`src/rtl/gen_clk_multi_if.sv`:
```
// Run request and divided-clock outputs of gen_clk_multi, grouped for the PHY clocking fabric.
interface gen_clk_multi_if #(
  parameter int unsigned NUM_OUT = 2
) ();
  logic               enable;
  logic [NUM_OUT-1:0] clk_out;
  logic [NUM_OUT-1:0] rise_stb;
  logic               locked;

  modport master (output enable, input clk_out, input rise_stb, input locked);
  modport slave  (input enable, output clk_out, output rise_stb, output locked);
endinterface

```
`src/rtl/gen_clk_multi.sv`:
```
// Divided-clock family generator: clk_out[k] = clk_8f / 2^(FIRST_DIV_LOG2+k), with rise strobes,
// a lock flag and an optional graceful stop that drains to the common low phase.
module gen_clk_multi #(
  parameter int unsigned NUM_OUT        = 2,
  parameter int unsigned FIRST_DIV_LOG2 = 2,
  parameter bit          STOP_MODE      = 1'b0
) (
  input  logic           clk_8f,
  input  logic           reset_L,
  gen_clk_multi_if.slave bus
);

  localparam int unsigned CW  = FIRST_DIV_LOG2 + NUM_OUT - 1;
  localparam int unsigned LSB = FIRST_DIV_LOG2 - 1;

  typedef enum logic [1:0] {StIdle, StRun, StDrain} state_e;

  state_e             state_d, state_q;
  logic [CW-1:0]      cnt_d, cnt_q, nxt;
  logic [NUM_OUT-1:0] clk_out_d, clk_out_q;
  logic [NUM_OUT-1:0] rise_d, rise_q;
  logic               locked_d, locked_q;

  always_comb begin
    state_d   = state_q;
    cnt_d     = cnt_q;
    clk_out_d = clk_out_q;
    rise_d    = '0;
    nxt       = cnt_q + CW'(1);

    unique case (state_q)
      StIdle: begin
        cnt_d     = '0;
        clk_out_d = '0;
        if (bus.enable) state_d = StRun;
      end
      StRun, StDrain: begin
        // Each output is one counter bit, so the family shares a common low at counter wrap.
        cnt_d     = nxt;
        clk_out_d = nxt[CW-1:LSB];
        rise_d    = nxt[CW-1:LSB] & ~clk_out_q;
        if (bus.enable) begin
          state_d = StRun;
        end else if (!STOP_MODE) begin
          state_d   = StIdle;
          cnt_d     = '0;
          clk_out_d = '0;
          rise_d    = '0;
        end else if (nxt == '0) begin
          state_d = StIdle;
        end else begin
          state_d = StDrain;
        end
      end
      default: state_d = StIdle;
    endcase

    locked_d = (state_d == StRun);
  end

  always_ff @(posedge clk_8f or negedge reset_L) begin
    if (!reset_L) begin
      state_q   <= StIdle;
      cnt_q     <= '0;
      clk_out_q <= '0;
      rise_q    <= '0;
      locked_q  <= 1'b0;
    end else begin
      state_q   <= state_d;
      cnt_q     <= cnt_d;
      clk_out_q <= clk_out_d;
      rise_q    <= rise_d;
      locked_q  <= locked_d;
    end
  end

  assign bus.clk_out  = clk_out_q;
  assign bus.rise_stb = rise_q;
  assign bus.locked   = locked_q;

endmodule

```
`src/flat_wrapper.sv`:
```
// flat-port wrapper written by rule: the top's interface ports become plain ports
module gen_clk_multi_flat 
#(
  parameter int unsigned NUM_OUT        = 2,
  parameter int unsigned FIRST_DIV_LOG2 = 2,
  parameter bit          STOP_MODE      = 1'b0
)
  (clk_8f, reset_L, bus_enable, bus_clk_out, bus_rise_stb, bus_locked);
  gen_clk_multi_if #(.NUM_OUT(NUM_OUT)) bus_i ();
  input  logic clk_8f;
  input  logic reset_L;
  input wire logic [$bits(bus_i.enable)-1:0] bus_enable;
  output wire logic [$bits(bus_i.clk_out)-1:0] bus_clk_out;
  output wire logic [$bits(bus_i.rise_stb)-1:0] bus_rise_stb;
  output wire logic [$bits(bus_i.locked)-1:0] bus_locked;
  assign bus_i.enable = bus_enable;
  assign bus_clk_out = bus_i.clk_out;
  assign bus_rise_stb = bus_i.rise_stb;
  assign bus_locked = bus_i.locked;
  gen_clk_multi #(.NUM_OUT(NUM_OUT), .FIRST_DIV_LOG2(FIRST_DIV_LOG2), .STOP_MODE(STOP_MODE)) u_core (.clk_8f(clk_8f), .reset_L(reset_L), .bus(bus_i));
endmodule
```
`config.mk`:
```
export PLATFORM = sky130hd
export DESIGN_NAME = gen_clk_multi_flat
export DESIGN_NICKNAME = d
export VERILOG_FILES = /design/src/rtl/gen_clk_multi_if.sv /design/src/rtl/gen_clk_multi.sv /design/src/flat_wrapper.sv
export SDC_FILE = /design/constraint.sdc
export NUM_CORES = 1
export LEC_CHECK = 0
export CAP_MARGIN = 40
export CORE_AREA = 3 3 40 42
export DETAILED_ROUTE_END_ITERATION = 8
export DIE_AREA = 0 0 43 45
export PLACE_DENSITY_LB_ADDON = 0.1
export SLEW_MARGIN = 20
export SYNTH_ARGS = -nofsm -noshare
export SYNTH_HDL_FRONTEND = slang
export SYNTH_SLANG_ARGS = --single-unit
```
`constraint.sdc`:
```
create_clock -name clk_8f -period 1.9 [get_ports clk_8f]
set_input_delay 0.19 -clock clk_8f [delete_from_list [all_inputs] [get_ports clk_8f]]
set_output_delay 0.19 -clock clk_8f [all_outputs]
set_load 0.1 [all_outputs]
```
# Word-level counts from Yosys, hierarchy flattened

Cells that the tools add are included.

Input port bits: 3
Bits in latches: 0
Bits in writable memories: 0
Bits in registers: 10
Memories kept: 0
ROM bits: 0

Bitwise operators: 2
Magnitude comparators: 0
Reduce and logical (&&, ||, !) cells: 3
Multipliers: 0
Equality and inequality tests: 3
Shift operators: 0
Muxes and demuxes: 9
$add $sub $neg: 1
Div/mod/pow operators: 0

Operators with widths:

| cell                  | number |
|---|---|
| $mux W2               | 4 |
| $pmux W2 S2           | 2 |
| $pmux W3 S2           | 1 |
| $eq A2 B1 Y1 const B  | 2 |
| $add A3 B1 Y3 const B | 1 |
| $mux W3               | 1 |
| $and A2 B2 Y2         | 1 |
| $eq A2 B2 Y1 const B  | 1 |
| $logic_not A2 Y1      | 1 |
| $not A2 Y2            | 1 |
| $reduce_bool A2 Y1    | 1 |
| $reduce_or A2 Y1      | 1 |
| $mux W1               | 1 |

# Depth between registers and ports, before layout

Gate-level depths: netlist of run 1.

Depth in word-level cells: 4
Depth in mapped cells: 4

# Worst setup path after synthesis of run 1

Ideal clock, no wire load.

Path type: flip-flop to flip-flop
Start: reg, netlist name u_core.bus.clk_out[0]
End: reg u_core.clk_out_q[1] (netlist: u_core.bus.clk_out[1])
Data arrival time: 1.037 ns
Path buffers: 0
Stages on the path, launching flop included: 4
Path slack: 0.767 ns
Setup time: 0.095 ns
Required time: 1.805 ns
Clock period less this slack: 1.133 ns
Cell sequence: dfrtp_1 > ha_1 > ha_1 > o31ai_1

RTL lines:

| item                 | line                | RTL |
|---|---|---|
| end signal, assigned | gen_clk_multi.sv:71 | `clk_out_q <= clk_out_d;` |
| end, declared        | gen_clk_multi.sv:20 | `logic [NUM_OUT-1:0] clk_out_d, clk_out_q;` |

# Final worst setup path of run 1

Start: reg u_core.state_q[0]
End: reg u_core.state_q[0]

Longest elaborated chain between the ends: 3

RTL lines:

| item                                         | line                | RTL |
|---|---|---|
| start, declared                              | gen_clk_multi.sv:18 | `state_e state_d, state_q;` |
| start signal, assigned                       | gen_clk_multi.sv:63 | `state_q <= StIdle;` |
| start signal, assigned                       | gen_clk_multi.sv:69 | `state_q <= state_d;` |
| $eq A2 B1 Y1 or $eq A2 B2 Y1 (tied branches) | gen_clk_multi.sv:31 | `unique case (state_q)` |
| $reduce_or A2 Y1                             | gen_clk_multi.sv:31 |  |
| $pmux W2 S2 (*)                              | gen_clk_multi.sv:31 |  |
| net u_core.state_d[0]                        | gen_clk_multi.sv:18 |  |

Mark *: on every way through the listed nets, which the timed path passes. The rest lies on a longest branch.
A chain may end at the register's enable or synchronous reset.

==> results of run 1 <==
==> power groups by stage <==
stage / logic, uW / clock network, uW / registers (uW)
6_report: 288 / 127 / 231
5_1_grt: 312 / 144 / 237
4_1_cts: 292 / 133 / 231
3_5_place_dp: 290 / 0 / 235
3_3_place_gp: 285 / 0 / 233
2_1_floorplan: 132 / 0 / 337
==> worst max-delay path, stage by stage, from the launching register on <==
cell and delay, ns:
dfrtp_1 0.38, inv_1 0.06, ha_1 0.32, o21ai_0 0.23
a21oi_1 0.11
==> cell usage after synthesis <==
cell type / count
a21oi_1: 2
ha_1: 5
dfrtp_1: 8
o21ai_2: 1
buf_6: 1
and3_1: 2
or2_1: 1
nand2_1: 5
buf_4: 2
o31ai_1: 2
nor4b_1: 1
o21ai_0: 1
inv_1: 4
nand3b_1: 1
==> layout by cell type, fill, tap and decap left out, drive strengths merged <==
cell type / Yosys / final
clkdlybuf4s50: 0 / 2
inv: 4 / 4
o31ai: 2 / 2
o21ai: 2 / 2
or2: 1 / 1
and3: 2 / 2
dfrtp: 8 / 8
clkbuf: 0 / 3
ha: 5 / 5
buf: 3 / 5
nor4b: 1 / 1
a21oi: 2 / 2
nand2: 5 / 5
nand3b: 1 / 1
==> metrics by stage <==
stage	worst slack (ns)	utilization	instance area, sq um
after floorplan	0.767	-	397
after global placement	0.727	0.348	447
after detailed placement	0.683	0.348	447
after CTS	0.674	0.365	469
after global routing	0.579	0.365	469
final	0.679	0.365	469
==> cells by family after synthesis <==
| family | count (synthesis) | share of synthesized area |
|---|---|---|
| flops | 8 | 0.505 |
| compound gates | 6 | 0.0978 |
| simple gates | 10 | 0.136 |
| buf+inv | 7 | 0.104 |
| fa+ha+maj | 5 | 0.158 |
==> final timing paths <==
| kind | slack, ns | depth (start not counted) | to |
|---|---|---|---|
| setup / recovery | 0.68 | 4 | u_core.state_q[0]$_DFF_PN0_ |
| hold / removal | 0.22 | 1 | u_core.bus.rise_stb[1]$_DFF_PN0_ |
| setup reg to reg | 0.68 | 4 | u_core.state_q[0]$_DFF_PN0_ |
| hold reg to reg | 0.51 | 2 | u_core.bus.clk_out[1]$_DFFE_PN0P_ |
| max in group asynchronous | 1.41 | 1 | u_core.bus.clk_out[0]$_DFFE_PN0P_ |
| min in group clk_8f | 0.51 | 2 | u_core.bus.clk_out[1]$_DFFE_PN0P_ |
==> registers in the layout, summed over array words and instances (netlist names) <==
register	count
u_core.bus.clk_out	2
u_core.bus.locked	1
u_core.bus.rise_stb	2
u_core.cnt_q	1
u_core.state_q	2
==> final cells by class <==
cell class,instances,area share
flip-flops and latches,8,0.427
multi-input cells,21,0.331
repair buffers,7,0.123
clock buffers,3,0.0480
well taps,15,0.0400
inverters,4,0.0320
==> layer usage <==
layer,GRT usage,part of all wire,up-vias
met5,0,0,-
met3,0.0478,0.099,2
met1,0.0862,0.41,121
met2,0.141,0.48,8
met4,0.0542,0.0097,0
li1,-,-,134
==> impl_metrics.env, run 1 <==
export IMPL_status="finished clean"
export IMPL_rsz0062_at_grt="false"
export IMPL_pwr_share_comb=0.446
export IMPL_worstPathRequired_ns=2.02
export IMPL_whs_ns=0.225
export IMPL_power_uw=646
export IMPL_power_share_clock=0.197
export IMPL_syn_to_final_growth_pct=18.3
export IMPL_io_pins=8
export IMPL_period_share=0.643
export IMPL_cts_tree="yes"
export IMPL_ir_drop_v=0.000397
export IMPL_clk_pin_slew_ns=0.05
export IMPL_drcViolationCount=0
export IMPL_synth_top_area_share=0.505
export IMPL_ys_warn_count=0
export IMPL_synth_seq_cells=8
export IMPL_pwr_density_cell_mw_per_mm2=1380
export IMPL_endpoint_kind="register"
export IMPL_worstSetupPathType="register to register"
export IMPL_final_cells=58
export IMPL_layout_nets=53
export IMPL_cts_sinks=8
export IMPL_fin_skew_ns=0.00244
export IMPL_ctsHoldBuffers=0
export IMPL_viasPerCell=4.57
export IMPL_syn_area_sq_um=397
export IMPL_crit_path_start_kind="register"
export IMPL_drt_total_wl_um=616
export IMPL_die_area_sq_mm=0.00194
export IMPL_wl_per_cell_um=10.6
export IMPL_p_switching_uw=290
export IMPL_start_util=0.309
export IMPL_drt_iter0_drc=2
export IMPL_cp_max_fo=4
export IMPL_ys_seq_area_frac=0.505
export IMPL_syn_inst=36
export IMPL_via_count=265
export IMPL_multi_input_area_sq_um=155
export IMPL_critPathLaunch="u_core.state_q[0]$_DFF_PN0_"
export IMPL_hold_viol_final=0
export IMPL_grt_pass1_vias=283
export IMPL_seqCellArea_sq_um=200
export IMPL_place_hpwl_um=493
export IMPL_syn_avg_cell_area_sq_um=11.0
export IMPL_grt_overflow=0
export IMPL_swShare=0.448
export IMPL_yosys_top_cells_area="dfrtp_1 50%, ha_1 16%, nand2_1 4.7%"
export IMPL_synth_top_area_cell="dfrtp_1"
export IMPL_firstDrtPassIters=4
export IMPL_worst_pin_slew_ns=0.377
export IMPL_antenna_cells=0
export IMPL_slew_headroom=0.748
export IMPL_arrival_ns=1.34
export IMPL_maxCapViolCount=0
export IMPL_p_leak_uw=0.000236
export IMPL_gp_congestion=0.693
export IMPL_clk_latency_ns=0.25
export IMPL_htree_levels=1
export IMPL_cts_resized=0
export IMPL_coreArea_sq_mm=0.00128
export IMPL_setup_tns_ns=0
export IMPL_synth_nets=44
export IMPL_hold_class="input pin to async pin"
export IMPL_clock_path_buffers=2
export IMPL_grt_pass1_wl_um=1210
export IMPL_drive_gt1_frac=0.209
export IMPL_cts_buffers=3
export IMPL_root_buffer="clkbuf_4"
export IMPL_p_seq_frac=0.357
export IMPL_r2r_start="u_core.state_q[0]$_DFF_PN0_"
export IMPL_chipHeight_um=45
export IMPL_antenna_found_initial=0
export IMPL_ys_types=14
export IMPL_drv_slew=0
export IMPL_grt_max_degree=10
export IMPL_row_count=13
export IMPL_postCtsSetupRepairBufs=0
export IMPL_setup_viol=0
export IMPL_n_fill_cell=129
export IMPL_fmax_mhz=819
export IMPL_port_buffers=7
export IMPL_placedCellCount=55
export IMPL_die_w_um=43
export IMPL_layout_min_cycle_time_ns=1.22
export IMPL_grt_use_total=0.0864
export IMPL_postRouteAntennaNets=0
export IMPL_p_int_uw=357
Power figures use the tool's default switching activity.
==> inputs of run 2 (changes only) <==
==> constraint.sdc (replaced) <==
create_clock -name clk_8f -period 1 [get_ports clk_8f]
set_input_delay 0.1 -clock clk_8f [delete_from_list [all_inputs] [get_ports clk_8f]]
set_output_delay 0.1 -clock clk_8f [all_outputs]
set_load 0.1 [all_outputs]
==> run 2 against run 1 <==
The flow now finishes with violations (setup timing). Setup slack got worse by 0.80 ns. Critical path depth unchanged. Register-to-register slack got worse by 0.80 ns. Non-clock buffer count increased by 11. Utilization increased by 18 points. Total power increased by 150%. Clock-buffer cell count unchanged. Largest cell class is now multi-input gates.
==> impl_metrics.env, run 2 (synthesis results as in run 1) <==
export IMPL_coreArea_sq_mm=0.00128
export IMPL_maxCapViolCount=0
export IMPL_postRouteAntennaNets=0
export IMPL_place_hpwl_um=624
export IMPL_io_pins=8
export IMPL_power_share_clock=0.150
export IMPL_worst_pin_slew_ns=0.366
export IMPL_placedCellCount=61
export IMPL_dpl_cell_area_sq_um=588
export IMPL_setup_tns_ns=-0.483
export IMPL_drt_iter0_drc=5
export IMPL_swShare=0.422
export IMPL_layout_nets=64
export IMPL_fin_skew_ns=0.00285
export IMPL_via_count=318
export IMPL_r2r_slack_ns=-0.13
export IMPL_drive_gt1_frac=0.611
export IMPL_cts_tree="yes"
export IMPL_setup_viol=8
export IMPL_clock_path_buffers=2
export IMPL_die_area_sq_mm=0.00194
export IMPL_endpoint_kind="register"
export IMPL_viasPerCell=4.61
export IMPL_grt_overflow=0
export IMPL_firstDrtPassIters=3
export IMPL_mostFrequentLayoutCells="9 x buf_4, 7 x dfrtp_1, 5 x buf_12"
export IMPL_pwr_density_cell_mw_per_mm2=2270
export IMPL_antenna_cells=0
export IMPL_rsz0062_at_grt="true"
export IMPL_n_fill_cell=105
export IMPL_final_cells=69
export IMPL_htree_levels=1
export IMPL_antenna_found_initial=0
export IMPL_hold_class="input pin to async pin"
export IMPL_p_leak_uw=0.000318
export IMPL_power_uw=1590
export IMPL_clk_pin_slew_ns=0.05
export IMPL_r2r_start="u_core.state_q[0]$_DFF_PN0_"
export IMPL_drcViolationCount=0
export IMPL_crit_path_start_kind="register"
export IMPL_finish_instance_area_sq_um=703
export IMPL_ctsHoldBuffers=0
export IMPL_r2r_end="u_core.cnt_q[0]$_DFFE_PN0P_"
export IMPL_p_seq_frac=0.289
export IMPL_grt_pass1_vias=372
export IMPL_grt_use_total=0.111
export IMPL_fin_util=0.547
export IMPL_drv_slew=0
export IMPL_grt_pass1_wl_um=1570
export IMPL_row_count=13
export IMPL_fin_ws_ns=-0.125
export IMPL_path_cells="buf_4, ha_4, or2_1, o21ai_2"
export IMPL_grt_max_degree=9
export IMPL_root_buffer="clkbuf_4"
export IMPL_violations="setup timing"
export IMPL_pwr_share_comb=0.562
export IMPL_start_util=0.309
export IMPL_p_int_uw=921
export IMPL_worstSetupPathType="register to register"
export IMPL_ir_drop_v=0.00101
export IMPL_port_buffers=7
export IMPL_status="finished with violations"
export IMPL_arrival_ns=1.30
export IMPL_chipHeight_um=45
export IMPL_period_share=1.13
export IMPL_cts_sinks=8
export IMPL_die_w_um=43
export IMPL_slew_headroom=0.755
export IMPL_syn_to_final_growth_pct=77.3
export IMPL_r2r_cells=4
export IMPL_cp_max_fo=8
export IMPL_gp_congestion=0.776
export IMPL_clk_latency_ns=0.25
export IMPL_worstPathRequired_ns=1.18
export IMPL_layout_min_cycle_time_ns=1.13
export IMPL_wl_per_cell_um=12.7
export IMPL_p_switching_uw=673
export IMPL_fmax_mhz=889
export IMPL_final_common_cell="buf_4"
export IMPL_drt_total_wl_um=873
export IMPL_slowest_delay_ns=0.38
export IMPL_crit_path_top_delay_cell="dfrtp_1"
export IMPL_cts_buffers=3
export IMPL_hold_viol_final=0
## run 2: worst max-delay path by stage
stage,endpoint,from,depth (start not counted),slack (ns)
final,u_core.cnt_q[0]$_DFFE_PN0P_,u_core.state_q[0]$_DFF_PN0_,4,-0.13
after global placement,u_core.bus.clk_out[1]$_DFFE_PN0P_,u_core.state_q[0]$_DFF_PN0_,4,-0.13
after global routing,u_core.bus.clk_out[1]$_DFFE_PN0P_,u_core.state_q[1]$_DFF_PN0_,4,-0.16
after floorplan,u_core.bus.clk_out[1]$_DFFE_PN0P_,u_core.cnt_q[0]$_DFFE_PN0P_,3,-0.08
after detailed placement,u_core.bus.clk_out[0]$_DFFE_PN0P_,u_core.state_q[0]$_DFF_PN0_,4,-0.20
after CTS,u_core.cnt_q[0]$_DFFE_PN0P_,u_core.state_q[1]$_DFF_PN0_,4,-0.12
## run 2: critical path: cells and delay by family, from the launching register on
| family | cells | cell delay (ns) |
|---|---|---|
| buf+inv | 1 | 0.16 |
| fa+ha+maj | 1 | 0.19 |
| flops | 1 | 0.38 |
| simple gates | 1 | 0.23 |
| compound gates | 1 | 0.10 |
## run 2: final cells by class
cell class | count | area [sq um] | area share
multi-input cells | 21 | 235 | 0.335
repair buffers | 18 | 210 | 0.299
flip-flops and latches | 8 | 201 | 0.286
clock buffers | 3 | 22.5 | 0.0320
well taps | 15 | 18.8 | 0.0267
inverters | 4 | 15.0 | 0.0214
## run 2: through the flow
stage          hold slack (ns)  worst slack, ns
5_1_grt                  0.144           -0.161
6_report                 0.129           -0.125
4_1_cts                  0.141           -0.120
3_3_place_gp             0.402           -0.130
3_5_place_dp             0.410           -0.197
2_1_floorplan           -0.196          -0.0780
## run 2: power by group through the flow
| stage | Combinational (uW) | Sequential (uW) | Clock, uW |
|---|---|---|---|
| 3_3_place_gp | 745 | 458 | 0 |
| 3_5_place_dp | 765 | 461 | 0 |
| 2_1_floorplan | 308 | 642 | 0 |
| 5_1_grt | 941 | 469 | 277 |
| 4_1_cts | 875 | 444 | 252 |
| 6_report | 896 | 460 | 239 |
## run 2: timing repair
action,in CTS,in global routing
resized for setup,8,4
pin swaps,7,4
endpoints found under the setup margin,9,9
buffers inserted,4,1
## run 2: metal layers
layer | wire [um] | part of all wire | global-route usage | vias to the layer above
li1 | - | - | - | 153
met1 | 318 | 0.36 | 0.114 | 157
met2 | 508 | 0.58 | 0.198 | 8
met3 | 47 | 0.054 | 0.0558 | 0
met4 | 0 | 0 | 0.0361 | 0
met5 | 0 | 0 | 0 | -
==> inputs of run 3 (changes only) <==
--- a/config.mk
+++ b/config.mk
@@ -9,6 +9,7 @@
 export CORE_AREA = 3 3 40 42
 export DETAILED_ROUTE_END_ITERATION = 8
 export DIE_AREA = 0 0 43 45
+export GPL_ROUTABILITY_DRIVEN = 0
 export PLACE_DENSITY_LB_ADDON = 0.1
 export SLEW_MARGIN = 20
 export SYNTH_ARGS = -nofsm -noshare
==> results of run 3 <==
Same layout as run 2: the final DEF is identical, and so are final timing and power.
